===== config.mk =====
export PLATFORM = sky130hd
export DESIGN_NAME = joy_db15_tx
export DESIGN_NICKNAME = d
export VERILOG_FILES = /design/src/rtl/joy_db15_tx.sv
export SDC_FILE = /design/constraint.sdc
export NUM_CORES = 1
export LEC_CHECK = 0
export CORE_UTILIZATION = 48
export CTS_BUF_LIST = sky130_fd_sc_hd__clkbuf_4
export DETAILED_ROUTE_END_ITERATION = 8
export PLACE_DENSITY = 0.8
export SLEW_MARGIN = 20
export SYNTH_ARGS = -nofsm -noshare
export SYNTH_HDL_FRONTEND = slang
export SYNTH_SLANG_ARGS = --single-unit

===== constraint.sdc =====
create_clock -name clk -period 1.4 [get_ports clk]
set_input_delay 0.14 -clock clk [delete_from_list [all_inputs] [get_ports clk]]
set_output_delay 0.14 -clock clk [all_outputs]
set_load 0.02 [all_outputs]

===== src/rtl/joy_db15_tx.sv =====
// -----------------------------------------------------------------------------
// joy_db15_tx
//   Device side of the DB15 serial joystick link. Emulates the adapter's
//   parallel-load shift register: the host pulses joy_load (active-low) to
//   capture both player words, then clocks them out with joy_clk rising edges.
//
//   Optional build macro: JOY_DB15_TX_CLK_FILTER_EN
//     When defined, a synchronized joy_clk level change is accepted only after
//     it has held for 2 further clk cycles (pin-to-data latency 5 clk instead
//     of 3), which rejects short glitches on the cable.
//
// Ports
//   clk          system clock, all state on its rising edge
//   reset        asynchronous, active-high
//   joy_clk      host shift clock (async to clk), rising edge shifts one bit
//   joy_load     host load strobe (async to clk), active-low
//   joy_data     serial data to host, active-low (0 = pressed)
//   joystick1/2  player button words, active-high, WIDTH bits each
//   busy         a frame is partially shifted
//   frame_done   one-clk pulse as the last frame bit is shifted out
//   overrun      sticky: joy_clk edge seen after the frame was exhausted
// -----------------------------------------------------------------------------
module joy_db15_tx #(
  parameter int WIDTH = 12
) (
  input  logic             clk,
  input  logic             reset,
  input  logic             joy_clk,
  input  logic             joy_load,
  output logic             joy_data,
  input  logic [WIDTH-1:0] joystick1,
  input  logic [WIDTH-1:0] joystick2,
  output logic             busy,
  output logic             frame_done,
  output logic             overrun
);

  localparam int NB = 2 * WIDTH;
  localparam int CW = $clog2(NB + 1);

  // 2-flop synchronizers; load idles high so reset looks like "not loading"
  logic clk_s1_q, clk_s2_q;
  logic load_s1_q, load_s2_q;

  always_ff @(posedge clk or posedge reset) begin
    if (reset) begin
      clk_s1_q  <= 1'b0;
      clk_s2_q  <= 1'b0;
      load_s1_q <= 1'b1;
      load_s2_q <= 1'b1;
    end else begin
      clk_s1_q  <= joy_clk;
      clk_s2_q  <= clk_s1_q;
      load_s1_q <= joy_load;
      load_s2_q <= load_s1_q;
    end
  end

  logic shift_edge;

`ifdef JOY_DB15_TX_CLK_FILTER_EN
  // clk_filt_q is the accepted joy_clk level. A differing synchronized level
  // must persist while stab counts 0,1,2 before it is taken; any return to the
  // accepted level restarts the count.
  logic       clk_filt_q, clk_filt_d;
  logic [1:0] stab_q, stab_d;

  always_comb begin
    clk_filt_d = clk_filt_q;
    stab_d     = 2'd0;
    shift_edge = 1'b0;
    if (clk_s2_q != clk_filt_q) begin
      if (stab_q == 2'd2) begin
        clk_filt_d = clk_s2_q;
        shift_edge = clk_s2_q;
      end else begin
        stab_d = 2'(stab_q + 2'd1);
      end
    end
  end

  always_ff @(posedge clk or posedge reset) begin
    if (reset) begin
      clk_filt_q <= 1'b0;
      stab_q     <= 2'd0;
    end else begin
      clk_filt_q <= clk_filt_d;
      stab_q     <= stab_d;
    end
  end
`else
  logic clk_prev_q;

  assign shift_edge = clk_s2_q & ~clk_prev_q;

  always_ff @(posedge clk or posedge reset) begin
    if (reset) clk_prev_q <= 1'b0;
    else       clk_prev_q <= clk_s2_q;
  end
`endif

  logic [NB-1:0] sr_q, sr_d;
  logic [CW-1:0] cnt_q, cnt_d;
  logic          ovr_q, ovr_d;
  logic          fd_q, fd_d;

  // Load has priority over a coincident shift edge. Shifting past the end of
  // the frame keeps feeding 1s (idle) and flags overrun; cnt saturates.
  always_comb begin
    sr_d  = sr_q;
    cnt_d = cnt_q;
    ovr_d = ovr_q;
    fd_d  = 1'b0;
    if (!load_s2_q) begin
      sr_d  = ~{joystick2, joystick1};
      cnt_d = '0;
      ovr_d = 1'b0;
    end else if (shift_edge) begin
      sr_d = {1'b1, sr_q[NB-1:1]};
      if (cnt_q == CW'(NB)) ovr_d = 1'b1;
      else                  cnt_d = CW'(cnt_q + 1'b1);
      if (cnt_q == CW'(NB - 1)) fd_d = 1'b1;
    end
  end

  always_ff @(posedge clk or posedge reset) begin
    if (reset) begin
      sr_q  <= '1;
      cnt_q <= '0;
      ovr_q <= 1'b0;
      fd_q  <= 1'b0;
    end else begin
      sr_q  <= sr_d;
      cnt_q <= cnt_d;
      ovr_q <= ovr_d;
      fd_q  <= fd_d;
    end
  end

  // sr_q is itself the output register, so data follows a shift with no
  // extra stage and reset drives the pin high immediately.
  assign joy_data   = sr_q[0];
  assign frame_done = fd_q;
  assign overrun    = ovr_q;
  assign busy       = load_s2_q && (cnt_q != '0) && (cnt_q < CW'(NB));

endmodule

==> summary.txt, run 1 <==
OUTCOME
------------------------------------------------------------------------------------------------------
Run status .............................................................................. finished, violations left
Failing checks .......................................................................... negative setup slack

POWER AND IR DROP
------------------------------------------------------------------------------------------------------
Relative contribution of combinational cells to total power .............................        0.166
Clock Power Share .......................................................................        0.258
Net switching component of the power ....................................................     0.525 mW
Part of the power in registers ..........................................................        0.576
Reported leakage power ..................................................................      1.07 nW
Internal power ..........................................................................      1.65 mW
IR Drop Worst-Case VDD ..................................................................       625 uV
Switching share of total power ..........................................................        0.242
Total power divided by cell area ........................................................  977 nW/um^2
Total power .............................................................................      2.17 mW

MIN PATH
------------------------------------------------------------------------------------------------------
Hold crit path type .....................................................................     in2async

FLOORPLAN
------------------------------------------------------------------------------------------------------
Vertical extent of the die ..............................................................      61.6 um
I/O pin count ...........................................................................           32
Total Die Area ..........................................................................   3790 sq um
Die boundary width ......................................................................      61.6 um
Floorplan core area .....................................................................   3360 sq um
Standard-cell row count .................................................................           21
Initial core utilization ................................................................        0.507

FINAL LAYOUT
------------------------------------------------------------------------------------------------------
Layout overhead on the synthesized area .................................................        30.5%
Final-layout fill cell count ............................................................          283
Net total in the final layout ...........................................................          204
Share of cells above drive strength 1 ...................................................        0.331
Final Util ..............................................................................        0.661
Final cell count without fillers ........................................................          221
Diodes inserted .........................................................................            0

DRT
------------------------------------------------------------------------------------------------------
DR vias/cell ............................................................................         5.00
Routed Antenna Nets .....................................................................            0
Routed len/inst .........................................................................      13.4 um
First-pass iteration count of the detailed router .......................................            4
Count of routing violations after the opening detailed-route iteration ..................           21
Detailed-route wire length ..............................................................      2.96 mm
Post-route DRC ..........................................................................            0
Vias after detailed routing .............................................................        1,105

STA
------------------------------------------------------------------------------------------------------
Fin crit share ..........................................................................         1.06
Worst path setup slack after routing ....................................................   -0.0899 ns
Final-report max-slew violation count ...................................................            0
Final setup viols .......................................................................            1
Worst clock skew on the final layout ....................................................    0.0107 ns
Min Tclk post-route .....................................................................      1.49 ns
Worst-margin pin slew ...................................................................     0.354 ns
Headroom to the max-slew limit ..........................................................        0.764
RSZ-0062 raised after global routing ....................................................         true
Peak clock frequency supported by timing ................................................    0.671 GHz
Final Hold Violating Endpoints ..........................................................            0

PLACE
------------------------------------------------------------------------------------------------------
Detailed placement HPWL .................................................................      2.01 mm
Routability Congestion ..................................................................        0.711
Port-buffer cells .......................................................................           31
Number of placed instances, taps included ...............................................          211

WORST SETUP PATH
------------------------------------------------------------------------------------------------------
Maximum net fanout on the critical path .................................................            2
Arrival time worst endpoint .............................................................      1.35 ns
Setup slack on the worst flop-to-flop path ..............................................      0.04 ns
Timing startpoint of the critical path ..................................................     cnt_q[1]
Startpoint of the lowest-slack register-to-register path ................................    load_s2_q
Critical path required time .............................................................      1.26 ns
Crit path launch type ...................................................................         flop
Setup crit end kind ..................................................................... primary output
CP Class ................................................................................      reg2out

GLOBAL ROUTING
------------------------------------------------------------------------------------------------------
First-pass GRT wire length ..............................................................      4.46 mm
Antenna violations before repair ........................................................            0
Total GRT Usage .........................................................................        0.169
Maximum number of pins on one net before global-route repair ............................           37
Final global-route overflow total .......................................................            0
Vias in the first global route ..........................................................        1,089

JOB
------------------------------------------------------------------------------------------------------
Max Cap Violations ......................................................................            0

CLOCKING
------------------------------------------------------------------------------------------------------
Clock H-tree levels .....................................................................            2
CTS buffer count ........................................................................            5
Post-cts hold buffer count ..............................................................            0
Buffer cell driving the clock tree root ................................................. sky130_fd_sc_hd__clkbuf_4
TritonCTS sink count ....................................................................           36
Worst skew pair latency .................................................................      0.34 ns
Clock transition at the register clock pins on the worst setup and hold paths after CTS .      0.11 ns
Maximum number of buffers from clock root to sink .......................................            2
Clock tree from TritonCTS ...............................................................        built

SYNTHESIS
------------------------------------------------------------------------------------------------------
Post-synth cell types ...................................................................           27
Part of the Yosys area used for sequential elements .....................................        0.548
Number of synthesis warnings ............................................................            0
Synthesized area divided by synthesized cell count ......................................   13.3 sq um
Post-Synthesis Cell Area ................................................................   1700 sq um
Number of nets produced by synthesis ....................................................          158
Synthesized flop and latch total ........................................................           36
Cell count after synthesis ..............................................................          128

[metrics by stage]
step	setup TNS (ns)	instance area (sq um)	setup slack [ns]	hold WS, ns
after detailed placement	-0.193	2120	-0.182	0.346
after floorplan	0	1700	0.0472	0.144
after global placement	-0.161	2120	-0.161	0.334
final	-0.0899	2220	-0.0899	0.127
after global routing	-0.173	2220	-0.168	0.159
after CTS	-0.144	2180	-0.144	0.120
[power by group through the flow]
| stage | registers, mW | clock network [mW] | logic [mW] |
|---|---|---|---|
| final | 1.25 | 0.560 | 0.361 |
| after global placement | 1.26 | 0 | 0.339 |
| after global routing | 1.27 | 0.619 | 0.396 |
| after detailed placement | 1.27 | 0 | 0.353 |
| after floorplan | 1.26 | 0 | 0.217 |
| after CTS | 1.25 | 0.578 | 0.351 |
[synthesized netlist by cell type, drive strengths merged]
| library cell | n | area, sq um |
|---|---|---|
| mux2i | 49 | 490 |
| nor2b | 1 | 6.26 |
| nand4b | 1 | 8.76 |
| a41o | 1 | 10.0 |
| buf | 8 | 65.1 |
| nor2 | 3 | 11.3 |
| and2b | 1 | 7.51 |
| inv | 3 | 11.3 |
| nand2 | 7 | 26.3 |
| or3 | 1 | 6.26 |
| o21a | 1 | 7.51 |
| nor3 | 1 | 10.0 |
| dfstp | 26 | 683 |
| nand3 | 3 | 15.0 |
| a21boi | 1 | 7.51 |
| dfrtp | 10 | 250 |
| nand2b | 2 | 20.0 |
| ha | 2 | 25.0 |
| o21ai | 2 | 10.0 |
| a21oi | 1 | 5.00 |
| nor4b | 1 | 8.76 |
| nand4 | 2 | 12.5 |
| and2 | 1 | 6.26 |
[cell usage in the layout, fill, tap and decap left out, types with 2 or more instances in the layout]
cell type | Yosys | layout
sky130_fd_sc_hd__buf_4 | 1 | 15
sky130_fd_sc_hd__clkbuf_4 | 0 | 7
sky130_fd_sc_hd__clkdlybuf4s50_1 | 0 | 27
sky130_fd_sc_hd__dfrtp_1 | 10 | 10
sky130_fd_sc_hd__dfstp_2 | 26 | 26
sky130_fd_sc_hd__dlygate4sd2_1 | 0 | 3
sky130_fd_sc_hd__inv_2 | 0 | 2
sky130_fd_sc_hd__mux2i_1 | 49 | 49
sky130_fd_sc_hd__nand2_1 | 7 | 7
sky130_fd_sc_hd__nand3_1 | 3 | 3
sky130_fd_sc_hd__nand4_1 | 2 | 2
sky130_fd_sc_hd__nor2_1 | 3 | 3
sky130_fd_sc_hd__o21ai_1 | 2 | 2
[routing by layer]
layer / share of wire / track usage / up-vias
met5: 0 / 0 / -
met4: 0.024 / 0.105 / 0
met3: 0.032 / 0.0441 / 7
met2: 0.54 / 0.295 / 24
met1: 0.41 / 0.183 / 532
li1: - / - / 542
[worst max-delay path, stage by stage (launching register included)]
cell and delay, ns:
sky130_fd_sc_hd__dfrtp_1 0.41, sky130_fd_sc_hd__inv_2 0.08, sky130_fd_sc_hd__ha_4 0.13, sky130_fd_sc_hd__nor4b_4 0.18, sky130_fd_sc_hd__nor2_1 0.06, sky130_fd_sc_hd__buf_4 0.15
[repair_timing]
action,CTS,global route
pin swaps,0,4
buffers inserted,0,3
gates resized for setup,9,7
endpoints found under the setup margin,5,3
[state kept, by name, summed over array words and instances, names as in the netlist]
signal / count
overrun: 1
clk_s2_q: 1
clk_s1_q: 1
load_s1_q: 1
clk_prev_q: 1
load_s2_q: 1
cnt_q: 5
sr_q: 24
frame_done: 1
[layout make-up]
type                       count  area (sq um)  area share
sequential                    36           933       0.420
multi-input combinational     81           724       0.326
inverter                       3          11.3     0.00506
clock buffer                   7          52.6      0.0236
timing repair buffer          47           440       0.198
tap                           46          57.6      0.0259
clock inverter                 1          5.00     0.00225
[cells by family (layout without fill, tap and decap cells)]
| logic type | count (synthesis) | count (layout) | synth area share |
|---|---|---|---|
| buf+inv | 11 | 58 | 0.0448 |
| compound gates | 6 | 6 | 0.0235 |
| mux | 49 | 49 | 0.288 |
| simple gates | 24 | 24 | 0.0815 |
| flops | 36 | 36 | 0.548 |
| fa+ha+maj | 2 | 2 | 0.0147 |
[worst paths after layout]
check | to | cells past startpoint
setup / recovery | busy | 5
hold / removal | clk_prev_q | 3
setup reg to reg | cnt_q[2] | 3
hold reg to reg | load_s2_q | 0
max in group asynchronous | sr_q[19] | 3
min in group clk | load_s1_q | 1
Power figures use the tool's default switching activity.
==> run 2: changes to the inputs <==
- CORE_MARGIN: not set -> 5
- SKIP_LAST_GASP: not set -> 1
==> summary.txt, run 2 (synthesis results as in run 1) <==
OUTCOME
------------------------------------------------------------------------------------------------------
Run status .............................................................................. finished, violations left
Failing checks .......................................................................... negative setup slack

JOB
------------------------------------------------------------------------------------------------------
Max Cap Violations ......................................................................            0

FLOORPLAN
------------------------------------------------------------------------------------------------------
Floorplan core area .....................................................................   3390 sq um
Standard-cell row count .................................................................           21
Vertical extent of the die ..............................................................      69.6 um
Die boundary width ......................................................................      69.6 um
Total Die Area ..........................................................................   4840 sq um
Initial core utilization ................................................................        0.503
I/O pin count ...........................................................................           32

WORST SETUP PATH
------------------------------------------------------------------------------------------------------
Crit path launch type ...................................................................         flop
Setup slack on the worst flop-to-flop path ..............................................      0.09 ns
Startpoint of the lowest-slack register-to-register path ................................    load_s2_q
Arrival time worst endpoint .............................................................      1.36 ns
CP Class ................................................................................      reg2out
Critical path required time .............................................................      1.26 ns
Worst Reg-to-Reg Cells ..................................................................            4
Timing startpoint of the critical path ..................................................     cnt_q[1]
Maximum net fanout on the critical path .................................................            2
Worst reg2reg path endpoint .............................................................     cnt_q[2]
Setup crit end kind ..................................................................... primary output

DRT
------------------------------------------------------------------------------------------------------
Vias after detailed routing .............................................................        1,094
Top layer in use ........................................................................         met4
Met2 routed WL ..........................................................................      1.48 mm
Routed Antenna Nets .....................................................................            0
DR vias/cell ............................................................................         5.04
Met3 wirelength from detailed routing ...................................................       181 um
Count of routing violations after the opening detailed-route iteration ..................           41
Routed len/inst .........................................................................      13.3 um
Met1 WL .................................................................................      1.19 mm
Detailed-route wire length ..............................................................      2.89 mm
Post-route DRC ..........................................................................            0
First-pass iteration count of the detailed router .......................................            4

CLOCKING
------------------------------------------------------------------------------------------------------
CTS buffer count ........................................................................            5
Buffer cell driving the clock tree root ................................................. sky130_fd_sc_hd__clkbuf_4
Maximum number of buffers from clock root to sink .......................................            2
Clock H-tree levels .....................................................................            2
Clock transition at the register clock pins on the worst setup and hold paths after CTS .      0.10 ns
Worst skew pair latency .................................................................      0.33 ns
Clock tree from TritonCTS ...............................................................        built
TritonCTS sink count ....................................................................           36

FINAL LAYOUT
------------------------------------------------------------------------------------------------------
Leading registers by flop count ......................................................... sr_q x24, cnt_q x5
Net total in the final layout ...........................................................          200
Layout overhead on the synthesized area .................................................        30.2%
Leading cell type in the layout, fill and taps excluded ................................. sky130_fd_sc_hd__mux2i_1
Diodes inserted .........................................................................            0
Most used cells in the layout excluding fill and tap cells .............................. 49 x sky130_fd_sc_hd__mux2i_1, 27 x sky130_fd_sc_hd__clkdlybuf4s50_1, 26 x sky130_fd_sc_hd__dfstp_2, 10 x sky130_fd_sc_hd__dfrtp_1, 9 x sky130_fd_sc_hd__buf_4
Share of cells above drive strength 1 ...................................................        0.310
Largest register by flop count ..........................................................         sr_q
Post-layout instance area ...............................................................   2220 sq um
Flip-flop count of the largest register, all copies and words added .....................           24

STA
------------------------------------------------------------------------------------------------------
Final Hold Violating Endpoints ..........................................................            0
Final setup viols .......................................................................            1
Final-layout setup total negative slack .................................................   -0.0969 ns
Worst-margin pin slew ...................................................................     0.344 ns
RSZ-0062 raised after global routing ....................................................         true
Worst path setup slack after routing ....................................................   -0.0969 ns
Final-report max-slew violation count ...................................................            0
Peak clock frequency supported by timing ................................................    0.668 GHz
Fin crit share ..........................................................................         1.07
Headroom to the max-slew limit ..........................................................        0.770
Min Tclk post-route .....................................................................      1.50 ns
Worst clock skew on the final layout ....................................................   0.00546 ns

PLACE
------------------------------------------------------------------------------------------------------
Detailed placement HPWL .................................................................      2.03 mm
Routability Congestion ..................................................................        0.780
Cell Area, Placed .......................................................................   2130 sq um
Port-buffer cells .......................................................................           31

GLOBAL ROUTING
------------------------------------------------------------------------------------------------------
Maximum number of pins on one net before global-route repair ............................           37
Total GRT Usage .........................................................................        0.133
Antenna violations before repair ........................................................            0
Final global-route overflow total .......................................................            0
Vias in the first global route ..........................................................        1,219
First-pass GRT wire length ..............................................................      5.08 mm

MIN PATH
------------------------------------------------------------------------------------------------------
Hold crit path type .....................................................................     in2async

POWER AND IR DROP
------------------------------------------------------------------------------------------------------
Total power divided by cell area ........................................................  973 nW/um^2
IR Drop Worst-Case VDD ..................................................................       597 uV
Reported leakage power ..................................................................      1.06 nW

-- run 2: layout make-up --
| class | count | area, sq um |
|---|---|---|
| Clock buffer | 7 | 52.6 |
| Clock inverter | 1 | 3.75 |
| Fill cell | 275 | 1170 |
| Inverter | 3 | 11.3 |
| Multi-Input combinational cell | 81 | 724 |
| Sequential cell | 36 | 933 |
| Tap cell | 46 | 57.6 |
| Timing Repair Buffer | 43 | 435 |
-- run 2: worst max-delay path, cell delays in order (launching register included) --
cell and delay (ns):
sky130_fd_sc_hd__dfrtp_1 0.41, sky130_fd_sc_hd__inv_2 0.08, sky130_fd_sc_hd__ha_4 0.13, sky130_fd_sc_hd__nor4b_4 0.19, sky130_fd_sc_hd__nor2_1 0.07, sky130_fd_sc_hd__buf_4 0.16
-- run 2: through the flow --
| stage | hold WS, ns | instances | power (mW) | worst slack (ns) | util |
|---|---|---|---|---|---|
| 2_1_floorplan | 0.144 | 128 | 1.48 | 0.0472 | - |
| 3_3_place_gp | 0.338 | 208 | 1.61 | -0.170 | 0.628 |
| 3_5_place_dp | 0.348 | 208 | 1.63 | -0.336 | 0.628 |
| 4_1_cts | 0.121 | 216 | 2.19 | -0.202 | 0.647 |
| 5_1_grt | 0.154 | 217 | 2.29 | -0.179 | 0.654 |
| 6_report | 0.139 | 217 | 2.16 | -0.0969 | 0.654 |
-- run 2: what timing repair did --
action / 4_1_cts / 5_1_grt
setup endpoints to repair: 5 / 3
cloned: 0 / 0
pin swaps: 0 / 4
gates resized for setup: 10 / 6
setup buffers: 0 / 2
hold buffers: 0 / 0
-- run 2: worst max path at each step --
stage / to / slack (ns) / depth (start not counted)
floorplan: busy / 0.05 / 4
global placement: busy / -0.17 / 5
finish: busy / -0.1 / 5
global route: busy / -0.18 / 5
CTS: busy / -0.20 / 5
detailed placement: busy / -0.34 / 5
-- run 2: metal layers --
metal | up-vias | global-route usage
met2 | 31 | 0.232
met3 | 5 | 0.0609
met5 | - | 0
met4 | 0 | 0.0586
met1 | 523 | 0.137
li1 | 535 | -
-- run 2: power breakdown --
part,total (mW),switching [mW],leakage (nW),internal (mW)
combinational,0.357,0.145,0.617,0.212
clock,0.549,0.317,0.0338,0.232
sequential,1.25,0.0516,0.405,1.20
total,2.16,0.514,1.06,1.65
